<file path="src/rtl/alu_fault_select_ft.sv">
// Fault-tolerant ALU selector: tracks permanent per-ALU/per-class faults,
// picks a TMR/DMR/SIMPLEX ALU set per requested op class, and holds the
// ID stage in RECONF after each newly detected fault.
module alu_fault_select_ft #(
    parameter int unsigned RECONF_TIMEOUT = 16,
    parameter int unsigned N_CLASS        = 9
) (
    input  logic                      clk,
    input  logic                      rst,
    input  logic [3:0][N_CLASS-1:0]   permanent_faulty_alu_i,
    input  logic                      op_valid_i,
    input  logic [3:0]                op_class_i,
    input  logic                      reconf_ack_i,
    output logic [3:0]                alu_sel_o,
    output logic                      sel_valid_o,
    output logic [1:0]                mode_o,
    output logic                      stall_o,
    output logic [3:0][N_CLASS-1:0]   fault_map_o,
    output logic                      new_fault_o,
    output logic                      fatal_o,
    output logic                      reconf_timeout_o,
    output logic [7:0]                reconf_count_o
);

    localparam int unsigned N_ALU = 4;
    localparam int unsigned TMO_W = $clog2(RECONF_TIMEOUT + 1);

    localparam logic [0:0] ST_IDLE   = 1'b0;
    localparam logic [0:0] ST_RECONF = 1'b1;

    localparam logic [1:0] MODE_TMR     = 2'd0;
    localparam logic [1:0] MODE_DMR     = 2'd1;
    localparam logic [1:0] MODE_SIMPLEX = 2'd2;
    localparam logic [1:0] MODE_FAIL    = 2'd3;

    logic [0:0]       state_q, state_d;
    logic [TMO_W-1:0] tmo_q, tmo_d;
    logic             timeout_hit;
    logic             new_det;
    logic             accept;
    logic             class_legal;
    logic [3:0]       healthy;
    logic [3:0]       sel_c;
    logic [2:0]       n_healthy;
    logic [1:0]       mode_c;

    // Any incoming fault bit not yet recorded in the map is a new fault
    assign new_det = |(permanent_faulty_alu_i & ~fault_map_o);

    // Ops are only taken in IDLE and not in the cycle a fault forces RECONF
    assign accept = op_valid_i && (state_q == ST_IDLE) && !new_det;

    // Healthy-ALU vector for the requested class, from the registered map
    always_comb begin
        healthy     = 4'b0000;
        class_legal = 1'b0;
        for (int c = 0; c < int'(N_CLASS); c++) begin
            if (op_class_i == 4'(c)) begin
                class_legal = 1'b1;
                for (int a = 0; a < int'(N_ALU); a++) begin
                    healthy[a] = ~fault_map_o[a][c];
                end
            end
        end
    end

    // Pick up to three lowest-index healthy ALUs and derive redundancy mode
    always_comb begin
        sel_c     = 4'b0000;
        n_healthy = 3'd0;
        for (int a = 0; a < int'(N_ALU); a++) begin
            if (healthy[a]) begin
                if (n_healthy < 3'd3) begin
                    sel_c[a] = 1'b1;
                end
                n_healthy = n_healthy + 3'd1;
            end
        end
        if (!class_legal) begin
            sel_c  = 4'b0111;
            mode_c = MODE_TMR;
        end else begin
            case (n_healthy)
                3'd0:    mode_c = MODE_FAIL;
                3'd1:    mode_c = MODE_SIMPLEX;
                3'd2:    mode_c = MODE_DMR;
                default: mode_c = MODE_TMR;
            endcase
        end
    end

    // Next-state logic: reconfiguration window with restartable timeout
    always_comb begin
        state_d     = state_q;
        tmo_d       = tmo_q;
        timeout_hit = 1'b0;
        case (state_q)
            ST_IDLE: begin
                if (new_det) begin
                    state_d = ST_RECONF;
                    tmo_d   = '0;
                end
            end
            ST_RECONF: begin
                if (new_det) begin
                    tmo_d = '0;
                end else if (reconf_ack_i) begin
                    state_d = ST_IDLE;
                    tmo_d   = '0;
                end else if (tmo_q == TMO_W'(RECONF_TIMEOUT - 1)) begin
                    state_d     = ST_IDLE;
                    tmo_d       = '0;
                    timeout_hit = 1'b1;
                end else begin
                    tmo_d = tmo_q + TMO_W'(1);
                end
            end
            default: begin
                state_d = ST_IDLE;
                tmo_d   = '0;
            end
        endcase
    end

    // State, fault map and registered outputs
    always_ff @(posedge clk) begin
        if (rst) begin
            state_q          <= ST_IDLE;
            tmo_q            <= '0;
            fault_map_o      <= '0;
            alu_sel_o        <= 4'b0111;
            mode_o           <= MODE_TMR;
            sel_valid_o      <= 1'b0;
            stall_o          <= 1'b0;
            new_fault_o      <= 1'b0;
            fatal_o          <= 1'b0;
            reconf_timeout_o <= 1'b0;
            reconf_count_o   <= 8'd0;
        end else begin
            state_q     <= state_d;
            tmo_q       <= tmo_d;
            fault_map_o <= fault_map_o | permanent_faulty_alu_i;
            new_fault_o <= new_det;
            stall_o     <= (state_d == ST_RECONF);
            sel_valid_o <= accept;
            if (accept) begin
                alu_sel_o <= sel_c;
                mode_o    <= mode_c;
                if (class_legal && (n_healthy == 3'd0)) begin
                    fatal_o <= 1'b1;
                end
            end
            if (timeout_hit) begin
                reconf_timeout_o <= 1'b1;
            end
            if (new_det && (reconf_count_o != 8'hFF)) begin
                reconf_count_o <= reconf_count_o + 8'd1;
            end
        end
    end

endmodule

</file>
<file path="config.mk">
export PLATFORM = sky130hd
export DESIGN_NAME = alu_fault_select_ft
export DESIGN_NICKNAME = d
export VERILOG_FILES = /design/src/rtl/alu_fault_select_ft.sv
export SDC_FILE = /design/constraint.sdc
export NUM_CORES = 1
export LEC_CHECK = 0
export BUFFER_PORTS_ARGS = -buffer_cell sky130_fd_sc_hd__buf_2
export CAP_MARGIN = 20
export CORE_MARGIN = 2
export CORE_UTILIZATION = 51
export CTS_CLUSTER_DIAMETER = 120
export DETAILED_ROUTE_END_ITERATION = 8
export PLACE_DENSITY_LB_ADDON = 0.1
export SETUP_SLACK_MARGIN = 0.4
export SLEW_MARGIN = 20
export SYNTH_ARGS = -nofsm -noshare
export SYNTH_HDL_FRONTEND = slang
export SYNTH_SLANG_ARGS = --single-unit
</file>
<file path="constraint.sdc">
create_clock -name clk -period 9.2 [get_ports clk]
set_clock_uncertainty 0.2 [all_clocks]
set_input_delay 0.46 -clock clk [delete_from_list [all_inputs] [get_ports clk]]
set_output_delay 0.46 -clock clk [all_outputs]
set_load 0.02 [all_outputs]
</file>
==> tab_implementation.tex, run 1 <==
\begin{tabular}{lr}
\hline
Metric & Value \\
\hline
\multicolumn{2}{l}{\textbf{Pwr}} \\
Cell area power density & 172 mW/mm² \\
Leakage & 1.78 nW \\
IR Drop Worst-Case VDD & 0.122 mV \\
\multicolumn{2}{l}{\textbf{Yosys}} \\
Cells after Synth & 365 \\
Area share of the largest cell type after synthesis & 0.408 \\
Warning count from the yosys run & 0 \\
Average instance area after synthesis & 8.06 µm² \\
Most frequent cell after synthesis & sky130\_fd\_sc\_hd\_\_nor2\_1 \\
Prevailing post-synth register cell & sky130\_fd\_sc\_hd\_\_dfxtp\_1 \\
Portion of the post-synthesis area used by sequential elements & 0.408 \\
Syn nets & 415 \\
Synth Register Bits & 60 \\
Mapped cell area & 0.00294 mm² \\
Dominant cell type by area after synthesis & sky130\_fd\_sc\_hd\_\_dfxtp\_1 \\
Top cell types by occurrence after synthesis & 95 x sky130\_fd\_sc\_hd\_\_nor2\_1, 60 x sky130\_fd\_sc\_hd\_\_dfxtp\_1, 39 x sky130\_fd\_sc\_hd\_\_inv\_1 \\
Count of cell types in the netlist & 59 \\
Asr flop ratio synth & 0 \\
Number of enable flip-flop cells after synthesis & 0 \\
Cells taking the most area after synthesis & sky130\_fd\_sc\_hd\_\_dfxtp\_1 41\%, sky130\_fd\_sc\_hd\_\_nor2\_1 12\%, sky130\_fd\_sc\_hd\_\_inv\_1 5.0\% \\
\multicolumn{2}{l}{\textbf{Die}} \\
Initial cell density of the core & 0.531 \\
I/O pin count & 99 \\
Die Area & 0.00639 mm² \\
Number of placement rows & 27 \\
Horizontal die dimension & 79.9 µm \\
Core box area & 0.00554 mm² \\
Die height & 79.9 µm \\
\multicolumn{2}{l}{\textbf{Clocking}} \\
Clock network latency to the later pin of the worst-skew pair & 0.33 ns \\
Number of hold-repair buffers added at the cts stage & 0 \\
Post-CTS sizing & 0 \\
Number of clock sinks & 60 \\
H-tree level count & 3 \\
Number of buffers between clock root and the deepest sink & 2 \\
Buffers inserted by post-CTS timing repair & 0 \\
Library cell used as clock root buffer & sky130\_fd\_sc\_hd\_\_clkbuf\_8 \\
Reg clk slew, reported paths & 0.06 ns \\
CTS tree & yes \\
Number of buffers inserted during clock tree synthesis & 9 \\
\multicolumn{2}{l}{\textbf{Global route}} \\
Antenna violations before repair & 0 \\
Maximum number of pins on one net before global-route repair & 59 \\
First-pass GRT wire length & 12,100 µm \\
Gr usage total & 0.245 \\
Gr ovfl total & 0 \\
Vias in the first global route & 2,518 \\
\multicolumn{2}{l}{\textbf{STA}} \\
Final worst slack & 5.59 ns \\
Total setup violations reported at the end of the flow & 0 \\
Worst slew slack as a fraction of its limit & 0.348 \\
Minimum clock period after layout & 3.61 ns \\
Part of the cycle the worst path needs & 0.392 \\
Setup Total Neg Slack & 0 ns \\
Post-route worst hold slack & 0.149 ns \\
Setup repair after global routing missed its margin & no \\
Highest clock rate & 0.277 GHz \\
Final Hold Fails & 0 \\
Tightest Pin Transition & 0.978 ns \\
Final-report max-slew violation count & 0 \\
\multicolumn{2}{l}{\textbf{Worst setup path}} \\
Worst endpoint data arrival time & 3.64 ns \\
Kind of end point of the critical path & register \\
Worst-path cell with the longest stage delay & sky130\_fd\_sc\_hd\_\_fa\_1 \\
Biggest cell delay along the critical path & 0.58 ns \\
Critical path data required time & 9.23 ns \\
Crit Path Category & input pin to register \\
Cell Chain, Critical Path & buf\_2 -> mux4\_2 -> nor2\_1 -> a21oi\_1 -> a221o\_1 -> o21ai\_1 -> inv\_1 -> fa\_1 -> inv\_1 -> ha\_1 -> xnor2\_1 -> a22oi\_2 -> o41ai\_2 \\
Max FO, Critical Path & 20 \\
Type of element launching the critical path & input pin \\
Cell repeated most along the worst path & sky130\_fd\_sc\_hd\_\_inv\_1 \\
\multicolumn{2}{l}{\textbf{Placed design}} \\
RD Place Congestion & 0.844 \\
Placement Setup Slack & 5.25 ns \\
Count of input and output buffers & 98 \\
HPWL after detailed placement & 5350 µm \\
\multicolumn{2}{l}{\textbf{Job}} \\
Max-cap violations & 0 \\
\multicolumn{2}{l}{\textbf{Routing}} \\
Post-detailed-route wirelength per cell & 13.3 µm \\
Post-route DRC violation count & 0 \\
Initial DRT Pass Iterations & 4 \\
Drt total wl & 7120 µm \\
Count of nets left with antenna violations after detail routing & 0 \\
Post-DR vias/cell & 5.20 \\
Count of vias placed by the detailed router & 2,778 \\
Initial DRC Count & 197 \\
\multicolumn{2}{l}{\textbf{Finish}} \\
Layout net count & 508 \\
Util after Layout & 0.652 \\
Ant. Diodes & 0 \\
Ratio of cells with drive above 1 in the final layout & 0.268 \\
Area growth from synthesis to layout & 22.8\% \\
\multicolumn{2}{l}{\textbf{Hold path}} \\
Worst hold-check path type & input pin to register \\
\multicolumn{2}{l}{\textbf{Status}} \\
Outcome & finished clean \\
\hline
\end{tabular}
logic make-up (layout without fill, tap and decap cells):
kind of cell,Yosys count,count (layout),synth area share
AO/OA/AOI/OAI,71,71,0.173
XOR/XNOR,7,7,0.0208
adder cells (fa/ha/maj),6,6,0.0281
buffers and inverters,55,152,0.0825
flip-flops,60,60,0.408
multiplexers,12,12,0.0485
AND/OR/NAND/NOR,154,154,0.239
routing by layer:
metal / up-vias / share of wire / wire length (µm) / track usage
met4: 0 / 0.012 / 84 / 0.0932
met1: 1273 / 0.47 / 3380 / 0.338
met5: - / 0 / 0 / 0
met2: 73 / 0.45 / 3220 / 0.365
met3: 8 / 0.061 / 434 / 0.0645
li1: 1424 / - / - / -
where the power goes:
part	switching (W)	internal [W]	total, W
clock	0.0000952	0.000125	0.000221
sequential	0.0000146	0.000273	0.000288
combinational	0.0000653	0.0000468	0.000112
total	0.000175	0.000445	0.000620
worst paths after layout:
path,start,endpoint,slack [ns],cells past startpoint
setup / recovery,op_class_i[0],fatal_o$_SDFFE_PP0P_,5.59,13
hold reg to reg,alu_sel_o[3]$_SDFFE_PP0P_,alu_sel_o[3]$_SDFFE_PP0P_,0.25,2
hold / removal,permanent_faulty_alu_i[25],fault_map_o[25]$_SDFF_PP0_,0.15,3
setup reg to reg,fault_map_o[1]$_SDFF_PP0_,fatal_o$_SDFFE_PP0P_,5.79,12
cells in the final DEF, fill, tap and decap left out, drive strengths merged, types with 2 or more instances in the layout:
master   synthesis  routed
a21oi           15      15
a22oi            2       2
a2bb2oi          5       5
a311oi           2       2
a31oi            3       3
buf             10      98
clkbuf           6      14
dfxtp           60      60
ha               5       5
inv             39      39
mux2             5       5
mux2i            6       6
nand2           13      13
nand2b          16      16
nand3            5       5
nand3b           2       2
nor2            95      95
nor2b            2       2
nor3             7       7
nor4             4       4
o2111ai          2       2
o21ai            8       8
o21bai           2       2
o22ai           18      18
o31ai            2       2
o41ai            2       2
or3              2       2
xnor2            7       7
worst max-delay path, delay by kind of cell:
family	cells	cell delay [ns]
buffers and inverters	3	0.52
muxes	1	0.55
xor gates and xnor gates	1	0.25
and+or+nand+nor	1	0.10
adders and majority gates	2	0.79
AOI/OAI and AO/OA	5	0.96
cell type report:
| cell class | count | area, µm² |
|---|---|---|
| fillers | 510 | 1930 |
| inverters | 39 | 146 |
| repair buffers | 98 | 490 |
| well taps | 72 | 90.1 |
| clock buffers | 14 | 183 |
| multi-input cells | 250 | 1500 |
| clock inverters | 1 | 5.00 |
| flip-flops and latches | 60 | 1200 |
stage by stage:
step                power (W)  cells  area (µm²)
floorplan            0.000369    365        2940
detailed placement   0.000405    519        3430
CTS                  0.000627    534        3610
finish               0.000620    534        3610
global placement     0.000403    519        3430
global route         0.000656    534        3610
state kept, by name, summed over array words and instances, names as in the netlist:
signal            cells
fault_map_o          36
reconf_count_o        8
tmo_q                 5
alu_sel_o             4
mode_o                2
fatal_o               1
new_fault_o           1
reconf_timeout_o      1
sel_valid_o           1
state_q               1
Power figures use the tool's default switching activity.
==> inputs of run 2 (changes only) <==
CORE_UTILIZATION = 50   (was 51)
clock period = 3.43 ns   (was 9.2 ns; I/O delays follow)
==> tab_implementation.tex, run 2 (synthesized netlist as in run 1, its figures left out) <==
\begin{tabular}{lr}
\hline
Metric & Value \\
\hline
\multicolumn{2}{l}{\textbf{Clocking}} \\
CTS tree & yes \\
H-tree level count & 3 \\
Reg clk slew, reported paths & 0.07 ns \\
Clock network latency to the later pin of the worst-skew pair & 0.34 ns \\
Number of buffers between clock root and the deepest sink & 2 \\
Number of clock sinks & 60 \\
Library cell used as clock root buffer & sky130\_fd\_sc\_hd\_\_clkbuf\_8 \\
Number of buffers inserted during clock tree synthesis & 9 \\
\multicolumn{2}{l}{\textbf{Worst setup path}} \\
Worst endpoint data arrival time & 3.00 ns \\
Worst path buffer plus inverter count & 2 \\
Cell repeated most along the worst path & sky130\_fd\_sc\_hd\_\_inv\_2 \\
Crit Path Category & register to register \\
Internal reg-to-reg setup slack & 0.41 ns \\
Worst-path cell with the longest stage delay & sky130\_fd\_sc\_hd\_\_fa\_1 \\
Max FO, Critical Path & 4 \\
Kind of end point of the critical path & register \\
Critical path data required time & 3.40 ns \\
Largest delay contributor family on the critical path & compound AO/OA/AOI/OAI gates \\
Biggest cell delay along the critical path & 0.54 ns \\
Cell Chain, Critical Path & mux4\_2 -> nor2\_1 -> a21oi\_1 -> a221o\_1 -> o21ai\_2 -> inv\_2 -> fa\_1 -> inv\_2 -> ha\_4 -> nor2\_2 -> a22oi\_2 -> a311oi\_1 \\
Type of element launching the critical path & register \\
\multicolumn{2}{l}{\textbf{Global route}} \\
First-pass GRT wire length & 13,100 µm \\
Gr ovfl total & 0 \\
Vias in the first global route & 2,822 \\
Antenna violations before repair & 0 \\
Maximum number of pins on one net before global-route repair & 59 \\
Gr usage total & 0.265 \\
\multicolumn{2}{l}{\textbf{Finish}} \\
Commonest cells after routing, fill and taps aside & 98 x sky130\_fd\_sc\_hd\_\_buf\_2, 94 x sky130\_fd\_sc\_hd\_\_nor2\_1, 56 x sky130\_fd\_sc\_hd\_\_dfxtp\_1, 37 x sky130\_fd\_sc\_hd\_\_inv\_1, 37 x sky130\_fd\_sc\_hd\_\_dlygate4sd3\_1 \\
Commonest non-fill, non-tap cell in the layout & sky130\_fd\_sc\_hd\_\_buf\_2 \\
Final instance area & 0.00410 mm² \\
Ant. Diodes & 0 \\
Most flop-heavy register & fault\_map\_o \\
Ratio of cells with drive above 1 in the final layout & 0.282 \\
Area growth from synthesis to layout & 39.3\% \\
Flip-flop count of the largest register, all copies and words added & 36 \\
Layout net count & 549 \\
Filler cells & 459 \\
Biggest registers after layout & fault\_map\_o x36, reconf\_count\_o x8, tmo\_q x5 \\
\multicolumn{2}{l}{\textbf{Hold path}} \\
Worst hold-check path type & input pin to register \\
\multicolumn{2}{l}{\textbf{Routing}} \\
Drt total wl & 8060 µm \\
Post-route DRC violation count & 0 \\
Post-DR vias/cell & 5.20 \\
Post-detailed-route wirelength per cell & 14.0 µm \\
Initial DRC Count & 205 \\
Count of vias placed by the detailed router & 2,993 \\
Initial DRT Pass Iterations & 4 \\
Count of nets left with antenna violations after detail routing & 0 \\
\multicolumn{2}{l}{\textbf{Die}} \\
Core box area & 0.00561 mm² \\
Die height & 80.7 µm \\
Die Area & 0.00651 mm² \\
Horizontal die dimension & 80.7 µm \\
Number of placement rows & 27 \\
Initial cell density of the core & 0.525 \\
I/O pin count & 99 \\
\multicolumn{2}{l}{\textbf{Placed design}} \\
RD Place Congestion & 0.872 \\
Count of input and output buffers & 98 \\
Dpl cell area & 0.00347 mm² \\
HPWL after detailed placement & 5400 µm \\
\multicolumn{2}{l}{\textbf{STA}} \\
Final Hold Fails & 0 \\
Setup Total Neg Slack & 0 ns \\
Tightest Pin Transition & 1.05 ns \\
Part of the cycle the worst path needs & 0.881 \\
Setup repair after global routing missed its margin & yes \\
Highest clock rate & 0.331 GHz \\
Worst slew slack as a fraction of its limit & 0.297 \\
Final-report max-slew violation count & 0 \\
Minimum clock period after layout & 3.02 ns \\
Total setup violations reported at the end of the flow & 0 \\
\multicolumn{2}{l}{\textbf{Pwr}} \\
Leakage & 1.95 nW \\
IR Drop Worst-Case VDD & 0.375 mV \\
Cell area power density & 446 mW/mm² \\
\multicolumn{2}{l}{\textbf{Job}} \\
Max-cap violations & 0 \\
\multicolumn{2}{l}{\textbf{Status}} \\
Outcome & finished clean \\
\hline
\end{tabular}
## run 2: worst register-to-register path: stages, from the launching register on
cell and delay, ns:
sky130_fd_sc_hd__dfxtp_4 0.35, sky130_fd_sc_hd__mux4_2 0.46, sky130_fd_sc_hd__nor2_1 0.11, sky130_fd_sc_hd__a21oi_1 0.06
sky130_fd_sc_hd__a221o_1 0.32, sky130_fd_sc_hd__o21ai_2 0.08, sky130_fd_sc_hd__inv_2 0.06, sky130_fd_sc_hd__fa_1 0.54
sky130_fd_sc_hd__inv_2 0.06, sky130_fd_sc_hd__ha_4 0.25, sky130_fd_sc_hd__nor2_2 0.03, sky130_fd_sc_hd__a22oi_2 0.21
sky130_fd_sc_hd__a311oi_1 0.12
## run 2: timing repair
item | 4_1_cts | 5_1_grt
hold endpoints to repair | 37 | 0
resized for setup | 0 | 4
hold buffers | 37 | 0
pin swaps | 2 | 0
endpoints found under the setup margin | 3 | 4
setup buffers | 2 | 0
## run 2: worst paths after layout
check / from / endpoint / cells past startpoint
hold reg to reg: reconf_timeout_o$_SDFFE_PP0P_ / reconf_timeout_o$_SDFFE_PP0P_ / 2
hold / removal: op_valid_i / mode_o[1]$_SDFFE_PP0P_ / 4
setup / recovery: fault_map_o[3]$_SDFF_PP0_ / mode_o[1]$_SDFFE_PP0P_ / 12
setup reg to reg: fault_map_o[3]$_SDFF_PP0_ / mode_o[1]$_SDFFE_PP0P_ / 12
## run 2: layout make-up
cell class	instances	area, µm²	share of cell area
Multi-Input combinational cell	250	1550	0.377
Clock inverter	6	88.8	0.0217
Inverter	39	146	0.0357
Timing Repair Buffer	139	891	0.217
Clock buffer	10	128	0.0311
Tap cell	72	90.1	0.0220
Sequential cell	60	1210	0.295
## run 2: power breakdown
group / internal (W) / switching [W]
Sequential: 0.000732 / 0.0000404
Combinational: 0.000171 / 0.000196
Clock: 0.000409 / 0.000280
## run 2: layer usage
layer / GRT usage / share of wire / vias to the layer above
li1: - / - / 1507
met1: 0.332 / 0.46 / 1369
met2: 0.433 / 0.45 / 101
met3: 0.0820 / 0.071 / 16
met4: 0.0864 / 0.018 / 0
met5: 0 / 0 / -
## run 2: through the flow
stage               setup slack (ns)   util  std cells  power, W  hold slack, ns
finish                         0.409  0.731        576   0.00183           0.144
global route                   0.312  0.731        576   0.00191           0.147
CTS                            0.408  0.727        576   0.00183           0.132
detailed placement             0.260  0.620        521   0.00110           0.199
global placement               0.321  0.620        521   0.00109           0.190
floorplan                      0.439      -        365   0.00100          0.0873
